===== src/rtl/ram_arb_pkg.sv =====
// ============================================================
// ram_arb_pkg - FSM state codes and RAM command codes. Rev 1.0
// ============================================================
`default_nettype none

package ram_arb_pkg;

  localparam logic [1:0] CMD_WR_ADDR = 2'b00;
  localparam logic [1:0] CMD_WR_DATA = 2'b01;
  localparam logic [1:0] CMD_RD_ADDR = 2'b10;
  localparam logic [1:0] CMD_RD_DATA = 2'b11;

  typedef logic [2:0] arb_state_t;

  localparam arb_state_t ST_IDLE = 3'd0;
  localparam arb_state_t ST_WA   = 3'd1;
  localparam arb_state_t ST_WD   = 3'd2;
  localparam arb_state_t ST_RA   = 3'd3;
  localparam arb_state_t ST_RD   = 3'd4;
  localparam arb_state_t ST_RW   = 3'd5;

endpackage

`default_nettype wire


===== src/rtl/rr_arbiter.sv =====
// ============================================================
// rr_arbiter - combinational round-robin pick after i_last. Rev 1.0
// ============================================================
`default_nettype none

module rr_arbiter #(
  parameter int NREQ = 2,
  parameter int IDXW = 1
) (
  input  logic [NREQ-1:0] i_req,
  input  logic [IDXW-1:0] i_last,
  output logic [NREQ-1:0] o_grant,
  output logic [IDXW-1:0] o_idx,
  output logic            o_any
);

  int              w_sum;
  logic [IDXW-1:0] w_cand;

  // Scan starts one past the previous winner and wraps, so the last winner has lowest priority.
  always_comb begin
    o_grant = '0;
    o_idx   = '0;
    o_any   = 1'b0;
    w_sum   = 0;
    w_cand  = '0;
    for (int k = 1; k <= NREQ; k++) begin
      w_sum = int'(i_last) + k;
      if (w_sum >= NREQ) w_sum = w_sum - NREQ;
      w_cand = IDXW'(w_sum);
      if (!o_any && i_req[w_cand]) begin
        o_any           = 1'b1;
        o_idx           = w_cand;
        o_grant[w_cand] = 1'b1;
      end
    end
  end

endmodule

`default_nettype wire


===== src/rtl/ram_cmd_arbiter.sv =====
// ============================================================
// ram_cmd_arbiter - round-robin sharing of the SPI command RAM. Rev 1.0
// ============================================================
`default_nettype none

module ram_cmd_arbiter
  import ram_arb_pkg::*;
#(
  parameter int NREQ      = 2,
  parameter int MEM_WIDTH = 8,
  parameter int ADDR_SIZE = 8
) (
  input  logic                      clk,
  input  logic                      rst_n,
  input  logic [NREQ-1:0]           i_req_valid,
  output logic [NREQ-1:0]           o_req_ready,
  input  logic [NREQ-1:0]           i_req_write,
  input  logic [NREQ*ADDR_SIZE-1:0] i_req_addr,
  input  logic [NREQ*MEM_WIDTH-1:0] i_req_wdata,
  output logic [NREQ-1:0]           o_rsp_valid,
  output logic [MEM_WIDTH-1:0]      o_rsp_rdata,
  output logic                      o_rsp_err,
  output logic [MEM_WIDTH+1:0]      o_ram_din,
  output logic                      o_ram_rx_valid,
  input  logic [MEM_WIDTH-1:0]      i_ram_dout,
  input  logic                      i_ram_tx_valid,
  output logic                      o_busy
);

  localparam int IDXW = $clog2(NREQ);

  arb_state_t           r_state;
  logic [IDXW-1:0]      r_last;
  logic [IDXW-1:0]      r_gidx;
  logic [ADDR_SIZE-1:0] r_addr;
  logic [MEM_WIDTH-1:0] r_wdata;
  logic [NREQ-1:0]      r_rsp_valid;
  logic [MEM_WIDTH-1:0] r_rsp_rdata;
  logic                 r_rsp_err;

  logic [NREQ-1:0]      w_grant;
  logic [IDXW-1:0]      w_idx;
  logic                 w_any;

  rr_arbiter #(
    .NREQ (NREQ),
    .IDXW (IDXW)
  ) u_rr (
    .i_req   (i_req_valid),
    .i_last  (r_last),
    .o_grant (w_grant),
    .o_idx   (w_idx),
    .o_any   (w_any)
  );

  assign o_req_ready = (rst_n && (r_state == ST_IDLE)) ? w_grant : '0;
  assign o_busy      = (r_state != ST_IDLE);
  assign o_rsp_valid = r_rsp_valid;
  assign o_rsp_rdata = r_rsp_rdata;
  assign o_rsp_err   = r_rsp_err;

  always_ff @(posedge clk) begin
    if (!rst_n) begin
      r_state     <= ST_IDLE;
      r_last      <= IDXW'(NREQ - 1);
      r_gidx      <= '0;
      r_addr      <= '0;
      r_wdata     <= '0;
      r_rsp_valid <= '0;
      r_rsp_rdata <= '0;
      r_rsp_err   <= 1'b0;
    end else begin
      r_rsp_valid <= '0;
      case (r_state)
        ST_IDLE: begin
          if (w_any) begin
            r_addr  <= i_req_addr[w_idx*ADDR_SIZE +: ADDR_SIZE];
            r_wdata <= i_req_wdata[w_idx*MEM_WIDTH +: MEM_WIDTH];
            r_gidx  <= w_idx;
            r_last  <= w_idx;
            r_state <= i_req_write[w_idx] ? ST_WA : ST_RA;
          end
        end
        ST_WA: r_state <= ST_WD;
        ST_WD: begin
          r_state             <= ST_IDLE;
          r_rsp_valid[r_gidx] <= 1'b1;
          r_rsp_rdata         <= '0;
          r_rsp_err           <= 1'b0;
        end
        ST_RA: r_state <= ST_RD;
        ST_RD: r_state <= ST_RW;
        ST_RW: begin
          // RAM read data appears one cycle after the RD_DATA word; a missing tx_valid flags an error.
          r_state             <= ST_IDLE;
          r_rsp_valid[r_gidx] <= 1'b1;
          r_rsp_rdata         <= i_ram_dout;
          r_rsp_err           <= ~i_ram_tx_valid;
        end
        default: r_state <= ST_IDLE;
      endcase
    end
  end

  always_comb begin
    o_ram_din      = '0;
    o_ram_rx_valid = 1'b0;
    case (r_state)
      ST_WA: begin
        o_ram_din      = {CMD_WR_ADDR, r_addr};
        o_ram_rx_valid = 1'b1;
      end
      ST_WD: begin
        o_ram_din      = {CMD_WR_DATA, r_wdata};
        o_ram_rx_valid = 1'b1;
      end
      ST_RA: begin
        o_ram_din      = {CMD_RD_ADDR, r_addr};
        o_ram_rx_valid = 1'b1;
      end
      ST_RD: begin
        o_ram_din      = {CMD_RD_DATA, {MEM_WIDTH{1'b0}}};
        o_ram_rx_valid = 1'b1;
      end
      default: begin
        o_ram_din      = '0;
        o_ram_rx_valid = 1'b0;
      end
    endcase
  end

endmodule

`default_nettype wire


===== config.mk =====
export PLATFORM = sky130hd
export DESIGN_NAME = ram_cmd_arbiter
export DESIGN_NICKNAME = d
export VERILOG_FILES = /design/src/rtl/ram_arb_pkg.sv /design/src/rtl/rr_arbiter.sv /design/src/rtl/ram_cmd_arbiter.sv
export SDC_FILE = /design/constraint.sdc
export NUM_CORES = 1
export LEC_CHECK = 0
export CAP_MARGIN = 20
export CORE_ASPECT_RATIO = 0.5
export CORE_MARGIN = 2
export CORE_UTILIZATION = 32
export DETAILED_ROUTE_END_ITERATION = 10
export GPL_TIMING_DRIVEN = 0
export PLACE_DENSITY = 0.67
export SYNTH_ARGS = -nofsm -noshare
export SYNTH_HDL_FRONTEND = slang
export SYNTH_SLANG_ARGS = --single-unit
export TNS_END_PERCENT = 10

===== constraint.sdc =====
create_clock -name clk -period 1.5 [get_ports clk]
set_input_delay 0.3 -clock clk [delete_from_list [all_inputs] [get_ports clk]]
set_output_delay 0.3 -clock clk [all_outputs]
set_load 0.03 [all_outputs]

== After elaboration in Yosys (flattened, before gate mapping) ==
Cells that the tools add are included.
Word-level totals
  register bits after elaboration: 32
  bits in latches: 0
  memory bits (writable): 0
  memory bits (read-only): 0
  output and inout bits: 25
  word-level logic and storage cells: 72
  memories kept: 0
Operators by class
  $add $sub $neg: 4
  multipliers: 0
  div/mod/pow operators: 0
  magnitude comparators: 9
  eq/ne operators: 6
  shift operators: 2
  muxes and demuxes: 28
  bitwise gates (word level): 2
  reductions and logical operators: 13
Operator list (count)
  one-hot mux 10 bit (4 select lines): 1
  indexed part select 16 x 5 -> 8 bit: 2
  two-way mux 1 bit: 16
  one-hot mux 8 bit (2 select lines): 1
  one-hot mux 3 bit (4 select lines): 1
  < comparator 1 x 2 -> 1 bit (second input constant): 4
  two-way mux 2 bit: 4
  == test 3 x 2 -> 1 bit (second input constant): 2
  == test 3 bit (second input constant): 2
  logical AND 1 bit: 5
  AND reduction 2 bit: 2
  OR reduction 4 bit: 1
  adder 1 x 2 -> 3 bit (second input constant): 1
  demux 1 bit (select 1 bit): 3
  == test 3 x 1 -> 1 bit (second input constant): 1
  greater-or-equal comparator 1 bit (second input constant): 3
  greater-or-equal comparator 3 x 2 -> 1 bit (second input constant): 1
  zero test 3 bit: 1
  two-way mux 3 bit: 1
  nonzero test 3 bit: 1
  adder 1 x 1 -> 2 bit (second input constant): 1
  greater-or-equal comparator 2 bit (second input constant): 1
  != test 2 x 1 -> 1 bit (second input constant): 1
  OR 2 bit: 1
  6 further kinds: 7

== Longest topological paths before layout ==
  word-level depth: 14
  depth in mapped cells: 6

== Modules after synthesis ==
A second synthesis with hierarchy kept.
Unflattened totals
  cell total of the unflattened synthesis: 173
  area, all modules: 1601.5 um^2
Modules (own cells, without submodules)
  ram_cmd_arbiter: instances 1, cells an instance 168, area each 1569.0 um^2
  rr_arbiter: instances 1, cells an instance 5, area each 32.5 um^2

== Least setup slack after synthesis ==
OpenSTA, ideal clock, no wires.
  path kind: register to output
  from: register r_state[0]
  to: output port o_ram_din[0]
  data arrival time: 1.475 ns
  required time: 1.200 ns
  setup slack: -0.275 ns
  cell stages (with the launch flop): 5
  buffers on the path: 2
  cells stage by stage: dfxtp_1 -> clkbuf_1 -> clkbuf_1 -> nand2_1 -> a21oi_1
Between the ends
  cells in the longest elaborated chain, start to end: 2
RTL lines
  start: declaration: line ram_cmd_arbiter.sv:32  | arb_state_t r_state;
  start signal: assignment: line ram_cmd_arbiter.sv:81  | r_state <= i_req_write[w_idx] ? ST_WA : ST_RA;
  == test 3 bit (tied with other cells): line ram_cmd_arbiter.sv:108  | case (r_state)
  one-hot mux 10 bit (4 select lines) *: line ram_cmd_arbiter.sv:108
  end: declaration: line ram_cmd_arbiter.sv:23  | output logic [MEM_WIDTH+1:0] o_ram_din,
Every way passes the cells marked *; elsewhere a longest branch is shown, timed or not.

== Worst setup path in the final report ==
  from: register r_state[0]
  to: output port o_ram_din[1]
Same word-level chain as after synthesis.

==> results_dict.tcl <==
set metrics [dict create \
    netlist_top_cells_area "dfxtp_1, a222oi_1, inv_1" \
    cts_sinks 32 \
    slowest_stage "dfxtp_4" \
    tns_ns -2.226 \
    place_hpwl_um 3359 \
    grt_pass1_vias 1783 \
    ys.warnings.count 0 \
    totalWireLength_um 5058 \
    cp-end-kind "output pin" \
    period_share_pct 113.9 \
    htree_levels 2 \
    numCtsBuffers 5 \
    cts_tree "done" \
    syn_to_final_growth_pct 67.13 \
    hold_violations 0 \
    slew_viol_final 0 \
    grt_max_degree 11 \
    max_stage_delay_ns 0.40 \
    final_nets 332 \
    path_cells "clkbuf_8 -> clkbuf_16 -> nand2_1 -> a21oi_4 -> buf_6" \
    required_ns 1.20 \
    fin_worst_skew_ns 0.004340 \
    wl_per_cell_um 14.25 \
    hold_slack_ns 0.3871 \
    worstPathMaxFanout 10 \
    min_period_ns 1.708 \
    grt_overflow 0 \
    synth.avg_cell_area_um2 8.171 \
    status "complete, but fails checks" \
    dieArea_um2 5675 \
    setup_ws_ns -0.2080 \
    power.total_mw 2.485 \
    fmax_mhz 585.5 \
    drt_iter0_drc 117 \
    root_buffer "clkbuf_8" \
    hold_depth 3 \
    crit_buf_inv 3 \
    powerDensity_nw_per_um2 919.1 \
    firstDrtPassIters 7 \
    antenna_found_initial 0 \
    leakage_nw 1.194 \
    relSlewSlack_pct 68.44 \
    ys_seq_area_share_pct 39.60 \
    final_common_cell "clkdlybuf4s50_1" \
    setup_viol_count_final 24 \
    ir_drop_mv 0.4460 \
    drv_cap 0 \
    violations "negative setup slack" \
    synth_area_leader_cell "dfxtp_1" \
    holdCritPathClass "input pin to register" \
    drt-vias-per-instance 4.983 \
    path_depth 5 \
    critPathLaunchType "register" \
    synth_area_um2 1618 \
    start_util_pct 33.10 \
    rows 18 \
    drtAntennaViolNets 0 \
    final_cell_mix "clkdlybuf4s50_1, inv_1, dfxtp_1, nand2_1, a222oi_1" \
    ff2ff_setup_slack_ns -0.03 \
    io_buffers 70 \
    crit_type "register to output pin" \
    rsz0062_at_grt "true" \
    final_util_pct 55.33 \
    place_congestion 0.7779 \
    cp.arrival_ns 1.41 \
    vias 1769 \
    drive_gt1_share_pct 24.56 \
    worst_pin_slew_ns 0.4734 \
    reg2regPathDepth 6 \
    drc_errors 0 \
    synth_cell_types 29 \
    clockBufferDepth 2 \
    ys_ff_latch 32 \
    io_pins 72 \
    core_um2 4887 \
    n_antenna_cell 0 \
    die_h_um 54.28 \
    cts_hold_buf 0 \
    syn_inst 198 \
    grt_pass1_wl_um 7921 \
    grt_usage_pct 17.98 \
    synth.top_cell.area_share_pct 39.60 \
    critPathTopFamily "buffers and inverters" \
    syn-num-nets 245 \
    clk_pin_slew_worst_paths_ns 0.06 \
    fp.dieW_um 104.6 \
    clk_latency_ns 0.28 \
]
## worst reg2reg max path, stage by stage, from the launching register on
cell	delay (ns)
dfxtp_4	0.38
nor3_4	0.23
buf_4	0.14
buf_4	0.11
o211ai_4	0.11
buf_6	0.18
a222oi_1	0.27
## worst paths after layout
path | start | end
setup / recovery | r_state[0] | o_ram_din[1]
hold / removal | i_req_valid[0] | r_last
setup reg to reg | r_state[0] | r_addr[0]
hold reg to reg | r_wdata[6] | r_wdata[6]
## through the flow
stage / cell area [um2] / instances / worst slack [ns]
after floorplan: 1698 / 198 / -0.1377
after global placement: 2486 / 338 / -1.124
after detailed placement: 2486 / 338 / -1.129
after CTS: 2731 / 356 / -0.3943
after global routing: 2704 / 355 / -0.2377
final: 2704 / 355 / -0.2080
## sequential cells by signal, indices dropped and copies added (netlist names)
name / flops
o_rsp_rdata: 8
r_addr: 8
r_wdata: 8
r_state: 3
o_rsp_valid: 2
o_rsp_err: 1
r_gidx: 1
r_last: 1
## power by group
group / switching (mW) / internal (mW)
Clock: 0.302 / 0.315
Combinational: 0.406 / 0.444
Sequential: 0.0711 / 0.948
## cells in the mapped netlist, drive strengths merged
master	count
a311oi	1
a21o	2
and2	3
nand3b	10
inv	34
a31oi	1
nand2	27
nor2	11
xnor2	2
o21ai	3
a21oi	18
clkbuf	7
o221ai	8
a21boi	1
nor2b	1
buf	10
o211ai	1
a222oi	16
and3b	2
nand2b	2
nor3	1
o311a	1
and3	3
dfxtp	32
o21a	1
## cell families (layout without fill, tap and decap cells)
family,after synthesis,count (layout),share of synthesized area (%)
AND/OR/NAND/NOR,60,60,19.18
AO/OA/AOI/OAI,53,53,25.45
buffers and inverters,51,138,14.69
flip-flops,32,32,39.60
XOR/XNOR,2,2,1.083
## layer usage
| metal | global-route usage [%] | part of all wire [%] | vias up |
|---|---|---|---|
| li1 | - | - | 859 |
| met5 | 0 | 0 | - |
| met2 | 34.75 | 51 | 55 |
| met1 | 20.85 | 43 | 847 |
| met3 | 3.929 | 5.1 | 8 |
| met4 | 5.405 | 0.83 | 0 |
## what timing repair did
item | 4_1_cts | 5_1_grt
hold endpoints to repair | 0 | 0
buffers inserted | 10 | 4
gates cloned | 1 | 0
gates resized for setup | 126 | 19
pin swaps | 4 | 4
setup endpoints to repair | 46 | 28
## cell type report
class | instances | area (um2)
multi-input combinational | 115 | 844.6
clock inverter | 1 | 5.005
timing repair buffer | 85 | 798.3
tap | 70 | 87.58
fill | 458 | 2183
sequential | 32 | 649.4
inverter | 34 | 127.6
clock buffer | 6 | 72.57
buffer | 12 | 118.9
(Power assumes the default switching activity.)
